==> config.mk <==
export PLATFORM = sky130hd
export DESIGN_NAME = crono_ctrl
export DESIGN_NICKNAME = d
export VERILOG_FILES = /design/src/rtl/crono_pkg.sv /design/src/rtl/btn_edge.sv /design/src/rtl/crono_ctrl.sv
export SDC_FILE = /design/constraint.sdc
export NUM_CORES = 1
export LEC_CHECK = 0
export ABC_CLOCK_PERIOD_IN_PS = 5110
export BUFFER_PORTS_ARGS = -buffer_cell sky130_fd_sc_hd__buf_2
export CAP_MARGIN = 10
export CORE_ASPECT_RATIO = 1.75
export CORE_MARGIN = 5
export CORE_UTILIZATION = 55
export DETAILED_ROUTE_END_ITERATION = 6
export PLACE_DENSITY = 0.86
export SLEW_MARGIN = 15
export SYNTH_ARGS = -nofsm -noshare
export SYNTH_HDL_FRONTEND = slang
export SYNTH_SLANG_ARGS = --single-unit
export TNS_END_PERCENT = 50
==> constraint.sdc <==
create_clock -name CLK -period 5.11 [get_ports CLK]
set_input_delay 0 -clock CLK [delete_from_list [all_inputs] [get_ports CLK]]
set_output_delay 0 -clock CLK [all_outputs]
set_load 0.02 [all_outputs]
==> src/rtl/crono_pkg.sv <==
// rtl/crono_pkg.sv - shared types and digit limits for the stopwatch controller
package crono_pkg;

  typedef enum logic [1:0] {
    ST_IDLE  = 2'd0,
    ST_RUN   = 2'd1,
    ST_PAUSE = 2'd2,
    ST_LAP   = 2'd3
  } state_t;

  localparam logic [3:0] SEC_U_MAX = 4'd9;
  localparam logic [2:0] SEC_T_MAX = 3'd5;
  localparam logic [3:0] MIN_U_MAX = 4'd9;

endpackage

==> src/rtl/btn_edge.sv <==
// rtl/btn_edge.sv - button synchronizer with single-cycle rising-edge event
module btn_edge #(
  parameter int SYNC_STAGES = 2
) (
  input  logic clk,
  input  logic rst_n,
  input  logic btn,
  output logic pulse
);

  logic [SYNC_STAGES-1:0] sync_q;
  logic                   prev_q;

  // Shift the raw button through the synchronizer and keep the last settled level.
  always_ff @(posedge clk or negedge rst_n) begin
    if (!rst_n) begin
      sync_q <= '0;
      prev_q <= 1'b0;
    end else begin
      sync_q[0] <= btn;
      for (int i = 1; i < SYNC_STAGES; i++) begin
        sync_q[i] <= sync_q[i-1];
      end
      prev_q <= sync_q[SYNC_STAGES-1];
    end
  end

  // Held buttons produce one event: only the low-to-high step of the settled level counts.
  assign pulse = sync_q[SYNC_STAGES-1] & ~prev_q;

endmodule

==> src/rtl/crono_ctrl.sv <==
// rtl/crono_ctrl.sv - run/pause/lap controller driving the stopwatch digit chain
module crono_ctrl
  import crono_pkg::*;
#(
  parameter int CLK_HZ      = 50000000,
  parameter int TICK_HZ     = 1,
  parameter int SYNC_STAGES = 2
) (
  input  logic       CLK,
  input  logic       RST_N,
  input  logic       BTN_SS,
  input  logic       BTN_CLR,
  input  logic       BTN_LAP,
  output logic       UNI_INC,
  output logic       DEZ_INC,
  output logic       MIN_INC,
  output logic       DIG_CLR,
  output logic       DISP_HOLD,
  output logic       RUNNING,
  output logic       OVF,
  output logic [3:0] SEC_U,
  output logic [2:0] SEC_T,
  output logic [3:0] MIN_U
);

  localparam int DIV = CLK_HZ / TICK_HZ;
  localparam int PW  = (DIV > 2) ? $clog2(DIV) : 1;
  localparam logic [PW-1:0] PRESC_LAST = PW'(DIV - 1);

  logic ev_ss, ev_clr, ev_lap;

  btn_edge #(.SYNC_STAGES(SYNC_STAGES)) u_ss (
    .clk(CLK), .rst_n(RST_N), .btn(BTN_SS), .pulse(ev_ss)
  );
  btn_edge #(.SYNC_STAGES(SYNC_STAGES)) u_clr (
    .clk(CLK), .rst_n(RST_N), .btn(BTN_CLR), .pulse(ev_clr)
  );
  btn_edge #(.SYNC_STAGES(SYNC_STAGES)) u_lap (
    .clk(CLK), .rst_n(RST_N), .btn(BTN_LAP), .pulse(ev_lap)
  );

  state_t        state, state_nxt;
  logic          hold_q, hold_nxt;
  logic [PW-1:0] presc_q, presc_nxt;
  logic [3:0]    sec_u_q, sec_u_nxt;
  logic [2:0]    sec_t_q, sec_t_nxt;
  logic [3:0]    min_u_q, min_u_nxt;
  logic          uni_q, uni_nxt;
  logic          dez_q, dez_nxt;
  logic          min_q, min_nxt;
  logic          ovf_q, ovf_nxt;
  logic          clr_q, clr_nxt;
  logic          counting;
  logic          tick;

  // Register FSM state, prescaler, shadow BCD count and all output strobes.
  always_ff @(posedge CLK or negedge RST_N) begin
    if (!RST_N) begin
      state   <= ST_IDLE;
      hold_q  <= 1'b0;
      presc_q <= '0;
      sec_u_q <= '0;
      sec_t_q <= '0;
      min_u_q <= '0;
      uni_q   <= 1'b0;
      dez_q   <= 1'b0;
      min_q   <= 1'b0;
      ovf_q   <= 1'b0;
      clr_q   <= 1'b0;
    end else begin
      state   <= state_nxt;
      hold_q  <= hold_nxt;
      presc_q <= presc_nxt;
      sec_u_q <= sec_u_nxt;
      sec_t_q <= sec_t_nxt;
      min_u_q <= min_u_nxt;
      uni_q   <= uni_nxt;
      dez_q   <= dez_nxt;
      min_q   <= min_nxt;
      ovf_q   <= ovf_nxt;
      clr_q   <= clr_nxt;
    end
  end

  // Next state: prescaler and carry chain first, then button events by state priority.
  always_comb begin
    state_nxt = state;
    hold_nxt  = hold_q;
    presc_nxt = presc_q;
    sec_u_nxt = sec_u_q;
    sec_t_nxt = sec_t_q;
    min_u_nxt = min_u_q;
    uni_nxt   = 1'b0;
    dez_nxt   = 1'b0;
    min_nxt   = 1'b0;
    ovf_nxt   = 1'b0;
    clr_nxt   = 1'b0;

    counting = (state == ST_RUN) || (state == ST_LAP);
    tick     = counting && (presc_q == PRESC_LAST);

    // The prescaler only moves while counting, so a pause keeps the partial second.
    if (counting) begin
      if (tick) presc_nxt = '0;
      else      presc_nxt = presc_q + PW'(1);
    end

    // A tick in the same cycle as a stop still finishes: the strobes go out regardless of the event.
    if (tick) begin
      uni_nxt = 1'b1;
      if (sec_u_q == SEC_U_MAX) begin
        sec_u_nxt = '0;
        dez_nxt   = 1'b1;
        if (sec_t_q == SEC_T_MAX) begin
          sec_t_nxt = '0;
          min_nxt   = 1'b1;
          if (min_u_q == MIN_U_MAX) begin
            min_u_nxt = '0;
            ovf_nxt   = 1'b1;
          end else begin
            min_u_nxt = min_u_q + 4'd1;
          end
        end else begin
          sec_t_nxt = sec_t_q + 3'd1;
        end
      end else begin
        sec_u_nxt = sec_u_q + 4'd1;
      end
    end

    case (state)
      ST_IDLE: begin
        if (ev_clr) begin
          clr_nxt   = 1'b1;
          sec_u_nxt = '0;
          sec_t_nxt = '0;
          min_u_nxt = '0;
        end else if (ev_ss) begin
          state_nxt = ST_RUN;
          presc_nxt = '0;
        end
      end
      ST_RUN: begin
        if (ev_ss) begin
          state_nxt = ST_PAUSE;
        end else if (ev_lap) begin
          state_nxt = ST_LAP;
          hold_nxt  = 1'b1;
        end
      end
      ST_LAP: begin
        // Stopping from lap view leaves the frozen lap on the display.
        if (ev_ss) begin
          state_nxt = ST_PAUSE;
        end else if (ev_lap) begin
          state_nxt = ST_RUN;
          hold_nxt  = 1'b0;
        end
      end
      ST_PAUSE: begin
        if (ev_clr) begin
          state_nxt = ST_IDLE;
          clr_nxt   = 1'b1;
          hold_nxt  = 1'b0;
          presc_nxt = '0;
          sec_u_nxt = '0;
          sec_t_nxt = '0;
          min_u_nxt = '0;
        end else if (ev_ss) begin
          state_nxt = ST_RUN;
          hold_nxt  = 1'b0;
        end else if (ev_lap) begin
          hold_nxt  = 1'b0;
        end
      end
      default: begin
        state_nxt = ST_IDLE;
      end
    endcase
  end

  assign UNI_INC   = uni_q;
  assign DEZ_INC   = dez_q;
  assign MIN_INC   = min_q;
  assign OVF       = ovf_q;
  assign DIG_CLR   = clr_q;
  assign DISP_HOLD = hold_q;
  assign RUNNING   = (state == ST_RUN) || (state == ST_LAP);
  assign SEC_U     = sec_u_q;
  assign SEC_T     = sec_t_q;
  assign MIN_U     = min_u_q;

endmodule

# Word level (Yosys, flattened, before mapping)
# Cells that the tools add are included.
[word_totals] reg_bits=54 out_inout_bits=18 inputBits=5 elab_cells=95
[classes] n_addsub=4 reduce_logical=7 n_bitwise=6 n_mux=48 n_eq_ne=13
[ops] cell="$mux 26" n=5
[ops] cell="$pmux 26 s2" n=1
[ops] cell="$mux 4" n=10
[ops] cell="$add 26x1->26 const B" n=1
[ops] cell="$eq 26x26->1 const B" n=1
[ops] cell="$mux 1" n=18
[ops] cell="$mux 3" n=5
[ops] cell="$mux 2" n=7
[ops] cell="$add 4x1->4 const B" n=2
[ops] cell="$eq 4x4->1 const B" n=2
[ops] cell="$ne 2x2->1 const B" n=4
[ops] cell="$pmux 2 s4" n=1
[ops] cell="$ne 3x3->1 const B" n=2
[ops] cell="$eq 2x2->1 const B" n=2
[ops] cell="$reduce_and 4->1" n=1
[ops] cell="$add 3x1->3 const B" n=1
[ops] cell="$and 1x1->1" n=3
[ops] cell="$eq 3x3->1 const B" n=1
[ops] cell="$not 1->1" n=3
[ops] cell="$pmux 1 s3" n=1
[ops] cell="$reduce_and 3->1" n=1
[ops] cell="$reduce_bool 3->1" n=1
[ops] cell="$eq 2x1->1 const B" n=1
[ops] cell="$logic_not 2->1" n=1
[ops] cell="other kinds (3)" n=3

# Longest topological paths before layout
# Gate-level depths: netlist of run 1.
[logic_depth] ltp_word=8 ltp_mapped=7 depth_no_buf=7

# Hierarchy
# Synthesis of run 1 repeated with hierarchy kept, for this count alone.
[unflattened] hier_cells=268 hier_area_um2=2696.3
[modules_own_cells] module="crono_ctrl" instances=1 cells_each=256 seq_area_each_um2=1126.1 area_per_inst_um2=2429.8
[modules_own_cells] module="btn_edge" instances=3 cells_each=4 seq_area_each_um2=75.1 area_per_inst_um2=88.8

# Worst setup path before layout of run 1
# No wires, ideal clock.
[synth_path] kind="flip-flop to flip-flop" start="reg presc_q[0]" end="reg min_u_q[1] (netlist: MIN_U[1])" arrival_time_ps=1790 path_slack_ps=3188 period_less_slack_ps=1922 stages_incl_launch_ff=7 cell_sequence="dfrtp_1 -> ha_1 -> nand4_4 -> or4_4 -> nor3_4 -> mux2i_1 -> nor2_1"
[synth_via] elab_chain_cells=5
[synth_lines] item="from (decl)" line_no="crono_ctrl.sv:44" source="logic [PW-1:0] presc_q, presc_nxt;"
[synth_lines] item="from (signal assigned)" line_no="crono_ctrl.sv:73" source="presc_q <= presc_nxt;"
[synth_lines] item="$eq 26x26->1 *" line_no="crono_ctrl.sv:100" source="tick = counting && (presc_q == PRESC_LAST);"
[synth_lines] item="$logic_and 1x1->1 *" line_no="crono_ctrl.sv:100"
[synth_lines] item="$mux 4 *" line_no="crono_ctrl.sv:109" source="if (tick) begin"
[synth_lines] item="$mux 4" line_no="crono_ctrl.sv:133, crono_ctrl.sv:161"
[synth_lines] item="$mux 4 *"
[synth_lines] item="named net min_u_nxt[1]" line_no="crono_ctrl.sv:47" source="logic [3:0] min_u_q, min_u_nxt;"
[synth_lines] item="to (signal assigned)" line_no="crono_ctrl.sv:76" source="min_u_q <= min_u_nxt;"
[synth_lines] item="to (decl)" line_no="crono_ctrl.sv:47"
# The timed path passes the listed nets; every way through them passes the cells marked *.
# A chain may end at the register's enable or synchronous reset.

# Worst setup path in the final report of run 1
# Same ends and word-level chain as after synthesis.

==> results of run 1 <==
[layer usage]
layer,vias to the layer above,track usage,part of all wire
met5,-,0,0
met4,0,0.0931,0.024
met3,13,0.0347,0.032
met2,44,0.312,0.55
met1,933,0.216,0.40
li1,890,-,-
[path summary, 6_finish.rpt]
kind,endpoint
max,MIN_U[1]
min reg2reg,u_lap.sync_q[1]
min in group asynchronous,DISP_HOLD
max in group asynchronous,presc_q[20]
min,u_ss.sync_q[0]
max reg2reg,MIN_U[1]
[power by group]
part	internal, W	leakage, nW	switching, W
registers	0.000452	0.723	0.0000307
logic	0.0000320	0.551	0.0000529
clock network	0.000147	0.0585	0.000135
total	0.000630	1.33	0.000219
[sequential cells by signal (all words and copies together), names as in the netlist, 2 cells and up]
signal,cells
presc_q,26
MIN_U,4
SEC_U,4
SEC_T,3
state,2
u_clr.sync_q,2
u_lap.sync_q,2
u_ss.sync_q,2
[cell type report]
| type | instances | area [um^2] | share of cell area |
|---|---|---|---|
| sequential | 54 | 1350 | 0.475 |
| multi-input combinational | 173 | 1120 | 0.395 |
| timing repair buffer | 28 | 165 | 0.0580 |
| clock buffer | 5 | 68.8 | 0.0242 |
| tap | 51 | 63.8 | 0.0224 |
| clock inverter | 3 | 43.8 | 0.0154 |
| inverter | 8 | 30.0 | 0.0105 |
[cells by family (layout without fill, tap and decap cells)]
family,count (synthesis),in the layout
and+or+nand+nor,118,118
DFF,54,54
xor gates and xnor gates,26,26
AOI/OAI and AO/OA,25,25
buffers and inverters,15,44
muxes,3,3
adders and majority gates,1,1
[per-stage QoR]
step           instances  utilization  cell area, um^2  hold slack (ns)  setup WS [ns]
3_5_place_dp         310        0.606             2700            0.109           3.00
4_1_cts              322        0.641             2850            0.322           2.99
5_1_grt              322        0.641             2850            0.344           2.81
2_1_floorplan        242            -             2540           -0.296           3.19
6_report             322        0.641             2850            0.333           3.00
3_3_place_gp         310        0.606             2700            0.108           3.11
[cells in the final DEF (no fill, tap or decap), types with 3 or more instances in the layout]
cell,instances
dlygate4sd3_1,4
nor3_1,11
nand2_1,19
xor2_1,10
inv_1,8
nand3_1,12
xnor2_1,16
and4_1,5
clkbuf_8,5
a21oi_1,9
nor4_4,3
nand2b_1,3
dfrtp_1,54
o21ai_0,7
nand4_1,8
mux2i_1,3
nor2_1,36
buf_2,22
[what timing repair did]
item	4_1_cts	5_1_grt
gates resized for setup	0	0
endpoints found under the setup margin	0	0
hold buffers	4	0
setup buffers	0	0
hold endpoints to repair	57	0
[worst max-delay path: stages (launching register included)]
cell     delay [ns]
dfrtp_1        0.42
ha_1           0.23
nand4_4        0.18
or4_4          0.58
nor3_4         0.28
mux2i_1        0.23
nor2_1         0.06
==> impl_metrics.py, run 1 <==
metrics = {
    "synthesis": {
        "synthAdderAreaFrac": 0.00492,
        "synth_xor_area_frac": 0.0896,
        "synth_cells": 242,
        "synthTopCellsByCount": "54 x dfrtp_1, 36 x nor2_1, 19 x nand2_1",
        "synth_nets": 248,
        "synthesis.area_um2": 2540,
        "yosys.area.top_type": "dfrtp_1",
        "ys_seq_area_frac": 0.532,
        "synthDistinctLibCells": 42,
        "ys.flop_type": "dfrtp_1",
        "yosys_warnings": 0,
        "synthTopCellsByArea": "dfrtp_1 53%, xnor2_1 5.5%, nor2_1 5.3%",
        "avgSynthCellArea_um2": 10.5,
        "muxShareOfSynthArea": 0.0118,
        "synth_most_common_cell": "dfrtp_1",
        "synth-compound-area-share": 0.0615,
        "synth_top_family_by_area": "simple AND/OR/NAND/NOR gates",
        "synth_edf_count": 0,
        "async_flop_share": 1.00,
        "yosys.area_share.simple": 0.275,
        "yosys.area.top_type_share": 0.532,
        "synth_seq_cells": 54,
    },
    "setup_path": {
        "rrSetupSlack_ns": 3.00,
        "arrival_ns": 2.27,
        "startpoint_type": "flip-flop",
        "startpoint": "presc_q[0]",
        "r2r_start": "presc_q[0]",
        "crit_type": "reg -> reg",
        "worst_ep_required_time_ns": 5.27,
        "rr_worst_depth": 6,
        "end_kind": "flip-flop",
        "worstPathMaxFanout": 7,
    },
    "floorplan": {
        "core-area_um2": 4440,
        "die_h_um": 99.9,
        "rows": 32,
        "initial_core_util": 0.572,
        "dieArea_um2": 6130,
        "die_w_um": 61.4,
        "io_pins": 23,
    },
    "run_status": {
        "status": "completed",
    },
    "detailed_routing": {
        "first_pass_iters": 4,
        "ant_nets": 0,
        "wl_per_cell_um": 15.4,
        "drt-total-wl_mm": 4.94,
        "dr_total_vias": 1880,
        "drc_errors": 0,
        "via_per_inst": 5.84,
        "drt_iter0_markers": 54,
    },
    "sta": {
        "max_freq_mhz": 473,
        "slew_headroom": 0.483,
        "skew_ns": 0.0101,
        "fin_tns_setup_ns": 0,
        "setup_viol": 0,
        "finalCriticalPeriod_ns": 2.11,
        "period_share": 0.414,
        "slew_violations": 0,
        "rsz0062_at_grt": "false",
        "hold_viol": 0,
        "tightest_slew_ns": 0.773,
    },
    "finish": {
        "fillers": 337,
        "final_layout_size_suffix_gt1_frac": 0.170,
        "fin_nets": 276,
        "area_growth_pct": 12.1,
        "diodes": 0,
    },
    "clocking": {
        "cts_tree": "yes",
        "cts_root_buf": "clkbuf_8",
        "worst_skew_pair.late_latency_ns": 0.30,
        "cts_made_buffers": 5,
        "clock_path_buffers": 2,
        "clock_sinks": 54,
        "clk_pin_slew_ns": 0.09,
        "h-tree-depth": 2,
    },
    "hold_path": {
        "hp-class": "in -> reg",
        "min_from": "BTN_SS",
        "whs_path_depth": 2,
    },
    "global_route": {
        "grt_max_degree": 55,
        "grt_pass1_wl_mm": 8.71,
        "grt_pass1_vias": 1945,
        "antenna_found_initial": 0,
        "grtUsageTotal": 0.185,
        "grt_overflow": 0,
    },
    "place": {
        "port_buffers": 22,
        "gp_congestion": 0.795,
        "dp_hpwl_mm": 3.42,
    },
    "power_and_ir_drop": {
        "p_per_area_nw_per_um2": 298,
        "power_w": 0.000849,
        "ir_worst_vdd_uv": 283,
        "leakagePower_nw": 1.33,
    },
    "flow_run": {
        "maxCapViolations": 0,
    },
}
(Power assumes the default switching activity.)
==> run 2, diff against run 1 <==
--- a/config.mk
+++ b/config.mk
@@ -5,14 +5,15 @@
 export SDC_FILE = /design/constraint.sdc
 export NUM_CORES = 1
 export LEC_CHECK = 0
-export ABC_CLOCK_PERIOD_IN_PS = 5110
+export ABC_AREA = 1
+export ABC_CLOCK_PERIOD_IN_PS = 2000
 export BUFFER_PORTS_ARGS = -buffer_cell sky130_fd_sc_hd__buf_2
 export CAP_MARGIN = 10
 export CORE_ASPECT_RATIO = 1.75
 export CORE_MARGIN = 5
 export CORE_UTILIZATION = 55
 export DETAILED_ROUTE_END_ITERATION = 6
-export PLACE_DENSITY = 0.86
+export PLACE_DENSITY = 0.85
 export SLEW_MARGIN = 15
 export SYNTH_ARGS = -nofsm -noshare
 export SYNTH_HDL_FRONTEND = slang
==> constraint.sdc (replaced) <==
create_clock -name CLK -period 2 [get_ports CLK]
set_input_delay 0 -clock CLK [delete_from_list [all_inputs] [get_ports CLK]]
set_output_delay 0 -clock CLK [all_outputs]
set_load 0.02 [all_outputs]
==> run 2 against run 1 <==
Against the previous run:
- sequential share of layout area is 7.4 points lower
- cell count rose by 58%
- critical endpoint is now presc_q[6]
- synthesized area up 18%
- count of clock-buffer cells in the layout is 1 higher
- largest cell class is now multi-input gates
- largest power group unchanged
==> impl_metrics.py, run 2 <==
metrics = {
    "run_status": {
        "status": "completed",
    },
    "synthesis": {
        "synth_cells": 400,
        "async_flop_share": 1.00,
        "yosys.area.top_type": "dfrtp_1",
        "synthDistinctLibCells": 37,
        "yosys_warnings": 0,
        "ys.flop_type": "dfrtp_1",
        "synth_edf_count": 0,
        "synth_seq_cells": 54,
        "yosys.area.top_type_share": 0.451,
        "synth_most_common_cell": "nand2_1",
        "synthesis.area_um2": 3000,
        "synthTopCellsByArea": "dfrtp_1 45%, nand2_1 12%, nor2_1 6.4%",
        "ys_seq_area_frac": 0.451,
        "synthTopCellsByCount": "95 x nand2_1, 54 x dfrtp_1, 51 x nor2_1",
        "avgSynthCellArea_um2": 7.49,
        "synth_nets": 406,
    },
    "sta": {
        "fin_tns_setup_ns": 0,
        "skew_ns": 0.00817,
        "period_share": 0.860,
        "rsz0062_at_grt": "false",
        "max_freq_mhz": 581,
        "hold_viol": 0,
        "holdWs_ns": 0.104,
        "setup_viol": 0,
        "finalCriticalPeriod_ns": 1.72,
        "slew_headroom": 0.706,
        "slew_violations": 0,
        "tightest_slew_ns": 0.437,
    },
    "clocking": {
        "postCtsSetupRepairBufs": 0,
        "clock_sinks": 54,
        "cts_made_buffers": 5,
        "worst_skew_pair.late_latency_ns": 0.31,
        "clock_path_buffers": 2,
        "cts_root_buf": "clkbuf_8",
        "clk_pin_slew_ns": 0.10,
        "cts_tree": "yes",
        "h-tree-depth": 2,
    },
    "finish": {
        "area_growth_pct": 12.6,
        "diodes": 0,
        "largest_register_ff_count": 26,
        "mostFrequentLayoutCell": "nand2_1",
        "layout_common_cells": "95 x nand2_1, 54 x dfrtp_1, 51 x nor2_1",
        "fin_nets": 440,
        "final_core_util": 0.637,
        "top_register": "presc_q",
        "final_layout_size_suffix_gt1_frac": 0.179,
    },
    "setup_path": {
        "worstPathMaxFanout": 10,
        "arrival_ns": 1.92,
        "path_buf_inv": 1,
        "crit_path_max_incr_delay_ns": 0.39,
        "worst_ep_required_time_ns": 2.20,
        "cpMaxStageDelayCell": "dfrtp_1",
        "startpoint_type": "flip-flop",
        "crit_type": "reg -> reg",
        "crit_path_cell_trace": "ha_1 > nand3_2 > nor2_1 > nand2_2 > nor2_8 > inv_2 > nand2_2 > nor2_1",
        "end_kind": "flip-flop",
        "critPathTopFamily": "simple AND/OR/NAND/NOR gates",
    },
    "place": {
        "gp_congestion": 0.957,
        "port_buffers": 22,
        "dp_hpwl_mm": 5.61,
    },
    "floorplan": {
        "rows": 35,
        "initial_core_util": 0.566,
        "die_w_um": 65.8,
        "dieArea_um2": 7090,
        "core-area_um2": 5300,
        "io_pins": 23,
        "die_h_um": 108,
    },
    "global_route": {
        "grt_overflow": 0,
        "grtUsageTotal": 0.227,
        "grt_pass1_wl_mm": 12.5,
        "antenna_found_initial": 0,
        "grt_pass1_vias": 2905,
        "grt_max_degree": 23,
    },
    "detailed_routing": {
        "dr_total_vias": 2795,
        "ant_nets": 0,
        "drt-total-wl_mm": 7.13,
        "drt_iter0_markers": 200,
        "via_per_inst": 5.49,
        "wl_per_cell_um": 14.0,
        "drc_errors": 0,
        "first_pass_iters": 5,
    },
    "power_and_ir_drop": {
        "ir_worst_vdd_uv": 530,
        "p_per_area_nw_per_um2": 718,
        "leakagePower_nw": 1.73,
    },
    "hold_path": {
        "hp-class": "in -> async",
    },
    "flow_run": {
        "maxCapViolations": 0,
    },
}
run 2: changes by cell type after synthesis, moves of 4 or more:
| cell | change |
|---|---|
| nand2_1 | +76 |
| o21ai_1 | +5 |
| nor2_1 | +15 |
| inv_1 | +37 |
| clkbuf_1 | -4 |
| and4_1 | -5 |
| nand2_2 | +7 |
| xor2_1 | -7 |
| inv_2 | +16 |
| o21ai_0 | +9 |
| nor3_1 | +4 |
| nand3_1 | +23 |
| xnor2_1 | -16 |
run 2: final timing paths:
| kind | from | end | slack, ns | depth (start not counted) |
|---|---|---|---|---|
| worst max-delay path | presc_q[1] | presc_q[6] | 0.28 | 8 |
| worst min-delay path | RST_N | presc_q[13] | 0.10 | 2 |
| worst max register to register | presc_q[1] | presc_q[6] | 0.28 | 8 |
| worst min register to register | u_lap.sync_q[0] | u_lap.sync_q[1] | 0.36 | 0 |
| max in group asynchronous | RST_N | presc_q[6] | 1.28 | 3 |
| min in group CLK | BTN_CLR | u_clr.sync_q[0] | 0.32 | 2 |
run 2: power by group:
part | switching, W | internal, W | leakage [nW]
clock | 0.000367 | 0.000412 | 0.0618
combinational | 0.000300 | 0.000148 | 0.946
sequential | 0.0000468 | 0.00115 | 0.725
run 2: cells by family (layout without fill, tap and decap cells):
group                      after synthesis  count (layout)  share of synthesized area
AOI/OAI and AO/OA                       39              39                     0.0739
adders and majority gates                1               1                    0.00417
buffers and inverters                   67             102                     0.0876
xor gates and xnor gates                 3               3                    0.00877
DFF                                     54              54                      0.451
and+or+nand+nor                        236             236                      0.375
run 2: area by class of cell:
class | instances | area, um^2
clock buffers | 6 | 82.6
clock inverters | 2 | 38.8
fillers | 460 | 1920
inverters | 62 | 233
multi-input cells | 279 | 1380
flip-flops and latches | 54 | 1350
well taps | 74 | 92.6
repair buffers | 32 | 195
run 2: worst reg2reg max path, delay by kind of cell, from the launching register on:
family	cells	cell delay, ns
buffers and inverters	1	0.07
DFF	1	0.39
adders and majority gates	1	0.20
and+or+nand+nor	6	0.95
run 2: timing repair:
item	4_1_cts	5_1_grt
endpoints found under the hold margin	57	0
resized for setup	0	0
endpoints found under the setup margin	0	0
hold buffers	4	0
run 2: layer usage:
layer / up-vias / share of wire / global-route usage
li1: 1344 / - / -
met1: 1326 / 0.35 / 0.227
met3: 30 / 0.047 / 0.0376
met2: 95 / 0.56 / 0.424
met4: 0 / 0.046 / 0.129
met5: - / 0 / 0
run 2: through the flow:
stage / area, um^2 / power (W) / setup WS, ns / instances
2_1_floorplan: 3000 / 0.00153 / 0.596 / 400
3_3_place_gp: 3220 / 0.00164 / 0.401 / 497
3_5_place_dp: 3220 / 0.00166 / 0.331 / 497
4_1_cts: 3380 / 0.00244 / 0.309 / 509
5_1_grt: 3380 / 0.00255 / 0.120 / 509
6_report: 3380 / 0.00242 / 0.279 / 509
==> run 3, diff against run 2 <==
--- a/config.mk
+++ b/config.mk
@@ -7,10 +7,9 @@
 export LEC_CHECK = 0
 export ABC_AREA = 1
 export ABC_CLOCK_PERIOD_IN_PS = 2000
-export BUFFER_PORTS_ARGS = -buffer_cell sky130_fd_sc_hd__buf_2
+export BUFFER_PORTS_ARGS = -buffer_cell sky130_fd_sc_hd__clkbuf_2
 export CAP_MARGIN = 10
 export CORE_ASPECT_RATIO = 1.75
-export CORE_MARGIN = 5
 export CORE_UTILIZATION = 55
 export DETAILED_ROUTE_END_ITERATION = 6
 export PLACE_DENSITY = 0.85
==> run 3 against run 2 <==
Against the previous run:
- die area down 19%
- first-iteration DRC count down 60%
- utilization down 0.56 points
- largest cell class unchanged
==> impl_metrics.py, run 3 (same netlist as run 2, synthesis figures left out) <==
metrics = {
    "finish": {
        "area_growth_pct": 10.7,
        "final_core_util": 0.632,
        "finalNonFillerCells": 487,
        "design_area_um2": 3320,
        "layout_common_cells": "95 x nand2_1, 54 x dfrtp_1, 51 x nor2_1",
        "fin_nets": 437,
        "diodes": 0,
        "final_layout_size_suffix_gt1_frac": 0.174,
        "largest_register_ff_count": 26,
        "mostFrequentLayoutCell": "nand2_1",
        "top_register": "presc_q",
    },
    "clocking": {
        "clock_path_buffers": 2,
        "clk_pin_slew_ns": 0.11,
        "cts_root_buf": "clkbuf_8",
        "cts_made_buffers": 5,
        "h-tree-depth": 2,
        "cts_tree": "yes",
        "worst_skew_pair.late_latency_ns": 0.32,
        "postCtsSetupRepairBufs": 0,
        "clock_sinks": 54,
    },
    "detailed_routing": {
        "dr_total_vias": 2743,
        "drc_errors": 0,
        "ant_nets": 0,
        "first_pass_iters": 4,
        "wl_per_cell_um": 14.1,
        "drt_iter0_markers": 80,
        "drt-total-wl_mm": 6.86,
        "via_per_inst": 5.63,
    },
    "hold_path": {
        "hp-class": "in -> async",
    },
    "sta": {
        "fin_tns_setup_ns": 0,
        "slew_violations": 0,
        "period_share": 0.840,
        "slew_headroom": 0.575,
        "rsz0062_at_grt": "false",
        "setup_viol": 0,
        "hold_viol": 0,
        "max_freq_mhz": 595,
        "skew_ns": 0.00949,
        "finalCriticalPeriod_ns": 1.68,
        "tightest_slew_ns": 0.638,
    },
    "global_route": {
        "antenna_found_initial": 0,
        "grt_pass1_wl_mm": 11.6,
        "grtUsageTotal": 0.266,
        "grt_max_degree": 32,
        "grt_pass1_vias": 2679,
        "grt_overflow": 0,
    },
    "power_and_ir_drop": {
        "leakagePower_nw": 1.70,
        "p_per_area_nw_per_um2": 690,
        "ir_worst_vdd_uv": 677,
    },
    "place": {
        "gp_congestion": 0.956,
        "place_area_um2": 3180,
        "dp_cells": 475,
        "port_buffers": 22,
        "dp_hpwl_mm": 5.22,
    },
    "floorplan": {
        "core-area_um2": 5260,
        "rows": 35,
        "die_w_um": 57.8,
        "io_pins": 23,
        "dieArea_um2": 5760,
        "die_h_um": 99.7,
        "initial_core_util": 0.570,
    },
    "flow_run": {
        "maxCapViolations": 0,
    },
    "setup_path": {
        "rr_worst_depth": 7,
        "critPathTopFamily": "simple AND/OR/NAND/NOR gates",
        "r2r_start": "presc_q[2]",
        "crit_path_max_incr_delay_ns": 0.42,
        "startpoint_type": "flip-flop",
        "rr_endpoint": "presc_q[23]",
        "startpoint": "presc_q[2]",
        "cpMaxStageDelayCell": "dfrtp_1",
        "crit_type": "reg -> reg",
        "arrival_ns": 1.89,
        "worst_ep_required_time_ns": 2.21,
        "end_kind": "flip-flop",
        "worstPathMaxFanout": 3,
        "path_buf_inv": 0,
        "rrSetupSlack_ns": 0.32,
        "crit_path_cell_trace": "nand3_1 > nor2_1 > nand2_1 > nor3_2 > nand2_1 > o21ai_0 > nor2_1",
    },
    "run_status": {
        "status": "completed",
    },
}
[run 3: cell count changes in the layout (fill, tap and decap cells not counted)]
cell       previous run  this run
buf_4                 6         2
inv_8                 0         1
clkbuf_2              0        22
clkbuf_8              6         5
clkinv_4              0         2
buf_2                22         0
buf_12                0         1
inv_6                 1         0
bufinv_16             1         0
[run 3: how the worst max path moves through the flow]
stage | endpoint | cells past startpoint
4_1_cts | MIN_U[1] | 9
5_1_grt | presc_q[12] | 7
2_1_floorplan | MIN_U[0] | 9
3_3_place_gp | presc_q[15] | 8
6_report | presc_q[23] | 7
3_5_place_dp | presc_q[7] | 8
[run 3: power breakdown]
group / leakage, nW / internal (W) / switching (W)
logic: 0.922 / 0.000141 / 0.000295
clock network: 0.0502 / 0.000260 / 0.000403
registers: 0.725 / 0.00115 / 0.0000415
[run 3: routing by layer]
layer / part of all wire / up-vias / track usage / wire [um]
li1: - / 1343 / - / -
met1: 0.37 / 1288 / 0.269 / 2570
met2: 0.53 / 80 / 0.478 / 3650
met3: 0.032 / 32 / 0.0390 / 218
met4: 0.061 / 0 / 0.187 / 418
met5: 0 / - / 0 / 0
[run 3: area by class of cell]
class | count | area (um^2)
flip-flops and latches | 54 | 1350
fillers | 463 | 1940
repair buffers | 29 | 185
well taps | 55 | 68.8
clock inverters | 3 | 28.8
inverters | 62 | 233
multi-input cells | 279 | 1380
clock buffers | 5 | 68.8
[run 3: repair_timing]
action | CTS | global route
endpoints found under the setup margin | 0 | 0
hold buffers | 4 | 0
endpoints found under the hold margin | 26 | 0
resized for setup | 0 | 0
[run 3: per-stage QoR]
step / hold slack [ns] / setup slack, ns / total power, W
after floorplan: -0.296 / 0.596 / 0.00153
after global placement: 0.0567 / 0.417 / 0.00162
after detailed placement: 0.0585 / 0.373 / 0.00164
after CTS: 0.256 / 0.343 / 0.00230
after global routing: 0.283 / 0.190 / 0.00240
final: 0.214 / 0.319 / 0.00229
